File: config.mk
export PLATFORM = sky130hd
export DESIGN_NAME = jtdd_snd_mixn_flat
export DESIGN_NICKNAME = d
export VERILOG_FILES = /design/src/rtl/jtdd_snd_mixn_pkg.sv /design/src/rtl/jtdd_snd_mixn_if.sv /design/src/rtl/jtdd_snd_sat.sv /design/src/rtl/jtdd_snd_mixn.sv /design/src/flat_wrapper.sv
export SDC_FILE = /design/constraint.sdc
export NUM_CORES = 1
export LEC_CHECK = 0
export ABC_AREA = 1
export BUFFER_PORTS_ARGS = -buffer_cell sky130_fd_sc_hd__buf_2
export CORE_AREA = 2 2 170 172
export CTS_CLUSTER_DIAMETER = 40
export DETAILED_ROUTE_END_ITERATION = 8
export DIE_AREA = 0 0 172 174
export PLACE_DENSITY = 0.74
export SETUP_SLACK_MARGIN = 0.2
export SYNTH_ARGS = -nofsm -noshare
export SYNTH_HDL_FRONTEND = slang
export SYNTH_SLANG_ARGS = --single-unit
File: constraint.sdc
create_clock -name clk -period 10.8 [get_ports clk]
set_input_delay 1.62 -clock clk [delete_from_list [all_inputs] [get_ports clk]]
set_output_delay 1.62 -clock clk [all_outputs]
set_load 0.05 [all_outputs]
File: src/rtl/jtdd_snd_mixn_pkg.sv
// jtdd_snd_pkg: shared definitions for the sound mixer slice.
//   state_t    - mixer sequencing states (IDLE, MAC, OUT)
//   GAIN_FRAC  - number of fractional bits in the 4.4 gain format
//   GAIN_UNITY - gain code for x1.0
package jtdd_snd_pkg;

  typedef enum logic [1:0] {
    ST_IDLE = 2'd0,
    ST_MAC  = 2'd1,
    ST_OUT  = 2'd2
  } state_t;

  localparam int         GAIN_FRAC  = 4;
  localparam logic [7:0] GAIN_UNITY = 8'h10;

endpackage

File: src/rtl/jtdd_snd_mixn_if.sv
// jtdd_snd_mixn_if: bus between a sample source / control host and the mixer.
//
// Handshake: there is no ready. cen is a one-cycle strobe that the mixer
// accepts only while idle; a strobe that lands while a mix is running is
// dropped and recorded in the sticky overrun flag. sample is a one-cycle
// valid that marks the cycle mixed takes its new value; mixed then holds
// until the next sample pulse.
//
//   cen        host -> mixer  start one mix (snapshot ch and gains)
//   ch         host -> mixer  CH packed signed channels, channel i at [i*WIN +: WIN]
//   gain_we    host -> mixer  gain write strobe
//   gain_addr  host -> mixer  channel index of the write (>= CH ignored)
//   gain_din   host -> mixer  gain value, unsigned 4.4
//   clr_flags  host -> mixer  clear clip/overrun
//   mixed      mixer -> host  saturated mix result
//   sample     mixer -> host  one-cycle pulse when mixed updates
//   clip       mixer -> host  sticky saturation flag
//   overrun    mixer -> host  sticky dropped-cen flag
//   dbg_state  mixer -> host  current sequencer state
interface jtdd_snd_mixn_if #(
  parameter int CH   = 4,
  parameter int WIN  = 16,
  parameter int WOUT = 16,
  parameter int GW   = 8
);
  logic                   cen;
  logic [CH*WIN-1:0]      ch;
  logic                   gain_we;
  logic [2:0]             gain_addr;
  logic [GW-1:0]          gain_din;
  logic                   clr_flags;
  logic signed [WOUT-1:0] mixed;
  logic                   sample;
  logic                   clip;
  logic                   overrun;
  jtdd_snd_pkg::state_t   dbg_state;

  modport master (
    output cen, ch, gain_we, gain_addr, gain_din, clr_flags,
    input  mixed, sample, clip, overrun, dbg_state
  );

  modport slave (
    input  cen, ch, gain_we, gain_addr, gain_din, clr_flags,
    output mixed, sample, clip, overrun, dbg_state
  );
endinterface

File: src/rtl/jtdd_snd_sat.sv
// jtdd_snd_sat: signed saturation from WI bits down to WO bits (WI >= WO).
//   din     - signed input
//   dout    - din clamped to the signed WO-bit range
//   clipped - high when clamping changed the value
module jtdd_snd_sat #(
  parameter int WI = 21,
  parameter int WO = 16
) (
  input  logic signed [WI-1:0] din,
  output logic signed [WO-1:0] dout,
  output logic                 clipped
);

  // The value fits when every bit from the WO-1 sign position up is equal.
  logic [WI-WO:0] top_bits;
  assign top_bits = din[WI-1:WO-1];

  always_comb begin
    clipped = !((&top_bits) || !(|top_bits));
    if (!clipped) begin
      dout = din[WO-1:0];
    end else if (din[WI-1]) begin
      dout = {1'b1, {(WO-1){1'b0}}};
    end else begin
      dout = {1'b0, {(WO-1){1'b1}}};
    end
  end

endmodule

File: src/rtl/jtdd_snd_mixn.sv
// jtdd_snd_mixn: CH-channel sound mixer with per-channel 4.4 gains.
// A cen strobe snapshots all channels and gains, one shared multiplier then
// accumulates ch[i]*gain[i] over CH cycles, and the sum is scaled by 1/16,
// saturated to WOUT bits and registered. Result appears CH+2 cycles after
// the cen cycle.
//   clk, rst_n - clock, asynchronous active-low reset
//   bus        - jtdd_snd_mixn_if slave modport (see interface header)
module jtdd_snd_mixn
  import jtdd_snd_pkg::*;
#(
  parameter int CH   = 4,
  parameter int WIN  = 16,
  parameter int WOUT = 16,
  parameter int GW   = 8
) (
  input  logic             clk,
  input  logic             rst_n,
  jtdd_snd_mixn_if.slave   bus
);

  localparam int IW = $clog2(CH);
  localparam int AW = WIN + GW + $clog2(CH) + 1;  // worst-case sum fits
  localparam int PW = WIN + GW + 1;               // signed x zero-extended gain
  localparam int SW = AW - GAIN_FRAC;

  state_t                  state;
  logic [IW-1:0]           idx;
  logic signed [AW-1:0]    acc;
  logic signed [WOUT-1:0]  mixed_q;
  logic                    sample_q;
  logic                    clip_q;
  logic                    overrun_q;

  logic [GW-1:0]           gain_q  [CH];
  logic [GW-1:0]           gain_nx [CH];
  logic [GW-1:0]           snap_g  [CH];
  logic signed [WIN-1:0]   snap_ch [CH];

  // Gain bank with the pending write already applied, so a write in the
  // same cycle as an accepted cen lands in the snapshot.
  always_comb begin
    for (int i = 0; i < CH; i++) begin
      gain_nx[i] = gain_q[i];
      if (bus.gain_we && bus.gain_addr == 3'(i)) gain_nx[i] = bus.gain_din;
    end
  end

  // Single multiplier, time-multiplexed by idx.
  logic signed [PW-1:0] op_a, op_b, prod;
  logic signed [AW-1:0] acc_nx;
  assign op_a   = PW'(snap_ch[idx]);
  assign op_b   = $signed(PW'({1'b0, snap_g[idx]}));
  assign prod   = op_a * op_b;
  assign acc_nx = acc + AW'(prod);

  // Dropping the fraction bits is an arithmetic shift right rounding to -inf.
  logic signed [SW-1:0]   acc_sh;
  logic signed [WOUT-1:0] sat_val;
  logic                   sat_clip;
  assign acc_sh = acc[AW-1:GAIN_FRAC];

  jtdd_snd_sat #(.WI(SW), .WO(WOUT)) u_sat (
    .din     (acc_sh),
    .dout    (sat_val),
    .clipped (sat_clip)
  );

  always_ff @(posedge clk or negedge rst_n) begin
    if (!rst_n) begin
      state     <= ST_IDLE;
      idx       <= '0;
      acc       <= '0;
      mixed_q   <= '0;
      sample_q  <= 1'b0;
      clip_q    <= 1'b0;
      overrun_q <= 1'b0;
      for (int i = 0; i < CH; i++) begin
        gain_q[i]  <= GW'(GAIN_UNITY);
        snap_g[i]  <= GW'(GAIN_UNITY);
        snap_ch[i] <= '0;
      end
    end else begin
      sample_q <= 1'b0;
      for (int i = 0; i < CH; i++) gain_q[i] <= gain_nx[i];
      // Clear first; a set later in this block overrides it.
      if (bus.clr_flags) begin
        clip_q    <= 1'b0;
        overrun_q <= 1'b0;
      end
      case (state)
        ST_IDLE: begin
          if (bus.cen) begin
            for (int i = 0; i < CH; i++) begin
              snap_ch[i] <= bus.ch[i*WIN +: WIN];
              snap_g[i]  <= gain_nx[i];
            end
            acc   <= '0;
            idx   <= '0;
            state <= ST_MAC;
          end
        end
        ST_MAC: begin
          if (bus.cen) overrun_q <= 1'b1;
          acc <= acc_nx;
          if (idx == IW'(CH-1)) begin
            state <= ST_OUT;
          end else begin
            idx <= idx + 1'b1;
          end
        end
        ST_OUT: begin
          if (bus.cen) overrun_q <= 1'b1;
          if (sat_clip) clip_q <= 1'b1;
          mixed_q  <= sat_val;
          sample_q <= 1'b1;
          idx      <= '0;
          state    <= ST_IDLE;
        end
        default: state <= ST_IDLE;
      endcase
    end
  end

  assign bus.mixed     = mixed_q;
  assign bus.sample    = sample_q;
  assign bus.clip      = clip_q;
  assign bus.overrun   = overrun_q;
  assign bus.dbg_state = state;

endmodule

File: src/flat_wrapper.sv
// flat-port wrapper written by rule: the top's interface ports become plain ports
module jtdd_snd_mixn_flat import jtdd_snd_pkg::*;
#(
  parameter int CH   = 4,
  parameter int WIN  = 16,
  parameter int WOUT = 16,
  parameter int GW   = 8
)
  (clk, rst_n, bus_cen, bus_ch, bus_gain_we, bus_gain_addr, bus_gain_din, bus_clr_flags, bus_mixed, bus_sample, bus_clip, bus_overrun, bus_dbg_state);
  jtdd_snd_mixn_if #(.CH(CH), .WIN(WIN), .WOUT(WOUT), .GW(GW)) bus_i ();
  input  logic clk;
  input  logic rst_n;
  input wire logic [$bits(bus_i.cen)-1:0] bus_cen;
  input wire logic [$bits(bus_i.ch)-1:0] bus_ch;
  input wire logic [$bits(bus_i.gain_we)-1:0] bus_gain_we;
  input wire logic [$bits(bus_i.gain_addr)-1:0] bus_gain_addr;
  input wire logic [$bits(bus_i.gain_din)-1:0] bus_gain_din;
  input wire logic [$bits(bus_i.clr_flags)-1:0] bus_clr_flags;
  output wire logic [$bits(bus_i.mixed)-1:0] bus_mixed;
  output wire logic [$bits(bus_i.sample)-1:0] bus_sample;
  output wire logic [$bits(bus_i.clip)-1:0] bus_clip;
  output wire logic [$bits(bus_i.overrun)-1:0] bus_overrun;
  output wire logic [$bits(bus_i.dbg_state)-1:0] bus_dbg_state;
  assign bus_i.cen = bus_cen;
  assign bus_i.ch = bus_ch;
  assign bus_i.gain_we = bus_gain_we;
  assign bus_i.gain_addr = bus_gain_addr;
  assign bus_i.gain_din = bus_gain_din;
  assign bus_i.clr_flags = bus_clr_flags;
  assign bus_mixed = bus_i.mixed;
  assign bus_sample = bus_i.sample;
  assign bus_clip = bus_i.clip;
  assign bus_overrun = bus_i.overrun;
  assign bus_dbg_state = bus_i.dbg_state;
  jtdd_snd_mixn #(.CH(CH), .WIN(WIN), .WOUT(WOUT), .GW(GW)) u_core (.clk(clk), .rst_n(rst_n), .bus(bus_i));
endmodule
Word level (Yosys, flattened, before mapping)
Index checks and enable logic that the tools add are counted.

cells by class
  multiply operators = 1
  bitwise logic cells = 1
  eq/ne operators = 9
  mux-type cells = 27
  $lt $le $gt $ge = 1
  $add $sub $neg = 2
  reduce and logical (&&, ||, !) cells = 17

operators by type and width
  kind                                            count
  2-to-1 mux 16 bit                               4
  case mux 27 bit (2 select lines)                1
  2-to-1 mux 8 bit                                6
  binary-select mux 16 bit (select 2 bit)         1
  adder 27 x 25 -> 27 bit                         1
  2-to-1 mux 27 bit                               1
  multiplier 16 x 9 -> 25 bit                     1
  binary-select mux 8 bit (select 2 bit)          1
  2-to-1 mux 2 bit                                4
  AND reduction 8 bit                             1
  OR reduction 8 bit                              1
  2-to-1 mux 1 bit                                7
  == test 3 x 2 -> 1 bit (second input constant)  2
  case mux 2 bit (3 select lines)                 1
  AND reduction 2 bit                             3
  == test 2 bit (second input constant)           2
  logical AND 1 bit                               4
  inequality test 2 bit (second input constant)   2
  case mux 2 bit (2 select lines)                 1
  == test 3 x 1 -> 1 bit (second input constant)  1
  >= comparator 3 bit (second input constant)     1
  zero test 3 bit                                 1
  NOT 2 -> 3 bit                                  1
  AND reduction 3 bit                             1
  9 further kinds                                 9

word-level totals
  flip-flop bits (word level) = 178

Depth between registers and ports, before layout
  depth in word-level cells = 7
  gate-level depth with buffers = 28
  depth with buffers taken out = 27

Cells and area by module
A second synthesis with hierarchy kept.

unflattened totals
  cell total of the unflattened synthesis = 1791
  area, all modules = 13852.0 sq um

by module, submodules not included
  module         times used  area an instance (sq um)  cells an instance  seq. area each (sq um)
  jtdd_snd_mixn  1           13590.5                   1732               4464.3
  jtdd_snd_sat   1           261.5                     59                 0.0

Least setup slack after synthesis
OpenSTA, ideal clock, no wires.

  path kind = register to register
  from = register u_core.idx[0]
  to = register u_core.acc[25]
  cell stages (with the launch flop) = 26
  required time = 10.682 ns
  path slack = 5.562 ns
  arrival time = 5.120 ns
  buffers on the path = 1
  clock period less this slack = 5.238 ns
  setup time = 0.118 ns
  cells stage by stage = dfrtp_1 -> inv_2 -> buf_2 -> nand2_1 -> a32oi_4 -> inv_4 -> nor2_4 -> inv_2 -> fa_1 -> fa_1 -> inv_1 -> fa_1 -> inv_1 -> fa_1 -> fa_1 -> inv_1 -> ha_1 -> nand2_1 -> nor2_1 -> nand2_1 -> nor2_1 -> nand2_1 -> nand3_1 -> nand2_1 -> nand3_1 -> nand2_1

between the ends
  cells in the longest elaborated chain, start to end = 7

RTL lines
  what                                                                                                      RTL line                                  RTL
  from (decl)                                                                                               jtdd_snd_mixn.sv:27                       logic [IW-1:0] idx;
  from (signal assigned)                                                                                    jtdd_snd_mixn.sv:108                      idx <= idx + 1'b1;
  NOT 2 -> 3 bit (not written as such) (*)                                                                  jtdd_snd_mixn.sv:51, jtdd_snd_mixn.sv:52
  binary-select mux 16 bit (select 2 bit) / binary-select mux 8 bit (select 2 bit) (equally long branches)  jtdd_snd_mixn.sv:51, jtdd_snd_mixn.sv:52
  2-to-1 mux 16 bit (not written as such) / 2-to-1 mux 8 bit (equally long branches) (2 in series)          jtdd_snd_mixn.sv:51, jtdd_snd_mixn.sv:52
  multiplier 16 x 9 -> 25 bit (*)                                                                           jtdd_snd_mixn.sv:53                       assign prod = op_a * op_b;
  adder 27 x 25 -> 27 bit (*)                                                                               jtdd_snd_mixn.sv:54                       assign acc_nx = acc + AW'(prod);
  case mux 27 bit (2 select lines) (*)                                                                      jtdd_snd_mixn.sv:90                       case (state)
  to (signal assigned)                                                                                      jtdd_snd_mixn.sv:104                      acc <= acc_nx;
  to (decl)                                                                                                 jtdd_snd_mixn.sv:28                       logic signed [AW-1:0] acc;

Mark *: on every way between the ends. The rest lies on a longest branch, timed or not. The select of a mux whose other input is x is not followed.
A chain may end at the register's enable or synchronous reset.

Worst setup path in the final report
  from = register u_core.idx[0]
  to = register u_core.acc[20]

The elaborated chain is that of the path after synthesis.

==> results.md <==
* CP Class: reg2reg
* Slew margin rel. at 35.6%
* Hold Violations, Final at 0
* Post-Syn Nets at 2047
* Synth top area share at 30.8%
* Setup-failing EPs final at 0
* CP startpoint kind: register
* Die X-Extent at 172 µm
* Seq/Total Area, Yosys at 32.3%
* Via count at 11.3k
* CTS resizes at 0
* Initial antenna violation count at 0
* Layout cells sized above 1 at 10.8%
* Asr flop ratio synth at 100%
* WL final at 34300 µm
* Worst endpoint required time at 11.12 ns
* Worst Max-Slew Pin Slew at 0.965 ns
* WL per Instance at 15.3 µm
* N_diodes at 0
* Design area at 15200 µm²
* Reg2reg start: u_core.idx[0]
* Vias per std cell at 5.03
* Vias in the first global route at 11.3k
* Synthesized cell area at 13800 µm²
* Worst hold slack at 0.476 ns
* Total CTS buffers at 17
* Starting Density at 48.9%
* Number of enable flip-flop cells after synthesis at 0
* GR Util All Layers at 24.2%
* Avg Cell Area, Syn at 7.78 µm²
* Final Max Tran Viols at 0
* Largest net degree at the start of global routing at 103
* H-Tree Depth at 4
* Clk sinks at 178
* DR pass1 iterations at 5
* Post-layout min period at 6.92 ns
* GRT overflow at 0
* Cell taking the most area after synthesis: dfrtp_1
* Core area at 28200 µm²
* Hold Crit Class: reg2reg
* Most common cell after layout, fill and taps aside: nand2_1
* Yosys reg bits at 178
* Critical hold path startpoint: u_core.snap_g[4]
* Placed cell area at 14500 µm²
* Clk pin slew, worst setup/hold paths at 0.07 ns
* Max-cap viol count at 0
* Die Area at 29900 µm²
* Setup crit end kind: register
* I/O pins at 101
* Post-DRT Antenna Nets at 0
* Post-CTS setup buffer count at 0
* Status: completed
* Most frequent cells in the layout: nand2_1, inv_1, dfrtp_1, fa_1, nor2_1
* Skew-Pair Late Insertion Delay at 0.44 ns
* DRT iter0 DRCs at 853
* Final HPWL DP at 26200 µm
* P&R area growth vs syn at 9.82%
* WP data arrival at 7.24 ns
* Worst R2R Path Depth at 25
* Setup TNS Final at 0 ns
* Port bufs at 100
* Final Skew at 0.0145 ns
* Synth cell types at 41
* Root buffer cell: clkbuf_16
* Hold depth at 2
* Core occupancy in the finished layout at 53.8%
* Clk buf depth at 2
* F_max at 145 MHz
* Critical Path Start: u_core.idx[0]
* Post-Syn Instances at 1776
* RePlAce Congestion at 0.954
* Unrepaired setup endpoints after global routing: no
* Post-CTS Hold Fix Bufs at 0
* Final worst-path cycle share at 64.1%
* First-pass GRT wire length at 57100 µm
* Top cells by area, synth: dfrtp_1, nand2_1, fa_1
* Final net count at 2115
* Warnings, synthesis at 0
* Critical Path Fanout Max at 58
* Post-synth top flop: dfrtp_1
* Height of the die at 174 µm
* TritonCTS clock tree: yes
* Row count at 62
* DRC Markers at 0
-- flip-flops by register name, indices dropped and copies added, names as in the netlist --
| register | flops |
|---|---|
| u_core.acc | 27 |
| u_core.snap_ch | 64 |
| u_core.gain_q | 32 |
| u_core.bus.dbg_state | 2 |
| u_core.idx | 2 |
| u_core.bus.mixed | 16 |
| u_core.bus.overrun | 1 |
| u_core.bus.clip | 1 |
| u_core.bus.sample | 1 |
| u_core.snap_g | 32 |
-- routing by layer --
metal	share of wire [%]	track usage (%)	vias up	routed length, µm
met2	48	39.6	331	16500
li1	-	-	5466	-
met5	0	0	-	0
met3	5.3	2.89	55	1820
met1	44	33.8	5428	15200
met4	2.2	7.11	0	756
-- layout make-up --
| type | count | area, µm² |
|---|---|---|
| fillers | 2661 | 13100 |
| multi-input cells | 1220 | 7820 |
| flip-flops and latches | 178 | 4460 |
| inverters | 321 | 1210 |
| repair buffers | 106 | 552 |
| well taps | 384 | 480 |
| clock buffers | 18 | 439 |
| clock inverters | 14 | 216 |
-- Yosys cell counts (3+ instances only) --
cell type  count
o21ai_1        5
xor2_1         3
a32oi_1        6
clkbuf_1      16
buf_4          5
buf_2         26
nor2_2         3
nor2_4         4
fa_1         127
o22ai_1        6
a21oi_1       49
dfstp_2        8
inv_2         22
nand3_1       36
nor2_1       119
inv_1        296
nand4_1        7
ha_1          64
o21ai_0       66
nand2_1      689
dfrtp_1      170
a32oi_2       15
buf_6          9
-- critical path, stage by stage (launching register included) --
cell and delay (ns):
dfrtp_1 0.36, buf_4 0.30, inv_2 0.62, nand2_1 0.13
a32oi_2 0.64, inv_1 0.29, nor2_4 0.17, inv_1 0.07
fa_1 0.60, fa_1 0.53, inv_1 0.05, fa_1 0.49
fa_1 0.49, inv_1 0.05, fa_1 0.47, inv_1 0.04
ha_1 0.35, nand2_1 0.12, nor2_1 0.27, inv_1 0.09
nor2_1 0.16, nand4_1 0.17, nand3_1 0.12, nand2_1 0.06
nand3_1 0.07, nand2_1 0.05
-- through the flow --
stage / cells / setup WS [ns]
finish: 2241 / 3.88
global route: 2241 / 3.48
CTS: 2241 / 3.97
detailed placement: 2209 / 3.99
global placement: 2209 / 4.07
floorplan: 1776 / 5.56
-- path summary, 6_finish.rpt --
check,slack [ns],endpoint
worst min-delay path,0.48,u_core.snap_g[4]
min in group asynchronous,1.32,u_core.bus.mixed[8]
max in group asynchronous,7.95,u_core.snap_ch[28]
worst min register to register,0.48,u_core.snap_g[4]
worst max-delay path,3.88,u_core.acc[20]
worst max register to register,3.88,u_core.acc[20]
-- cells by family (layout without fill, tap and decap cells) --
family / count (synthesis) / count (layout) / synth area share [%]
buffers and inverters: 378 / 459 / 11.1
adders and majority gates: 191 / 191 / 24.2
DFF: 178 / 178 / 32.3
AOI/OAI and AO/OA: 155 / 155 / 7.36
and+or+nand+nor: 869 / 869 / 24.7
xor gates and xnor gates: 5 / 5 / 0.317
Power is left out: the tool's default activity adds up to more than one toggle a clock period on the data nets, which glitch-free logic cannot reach.
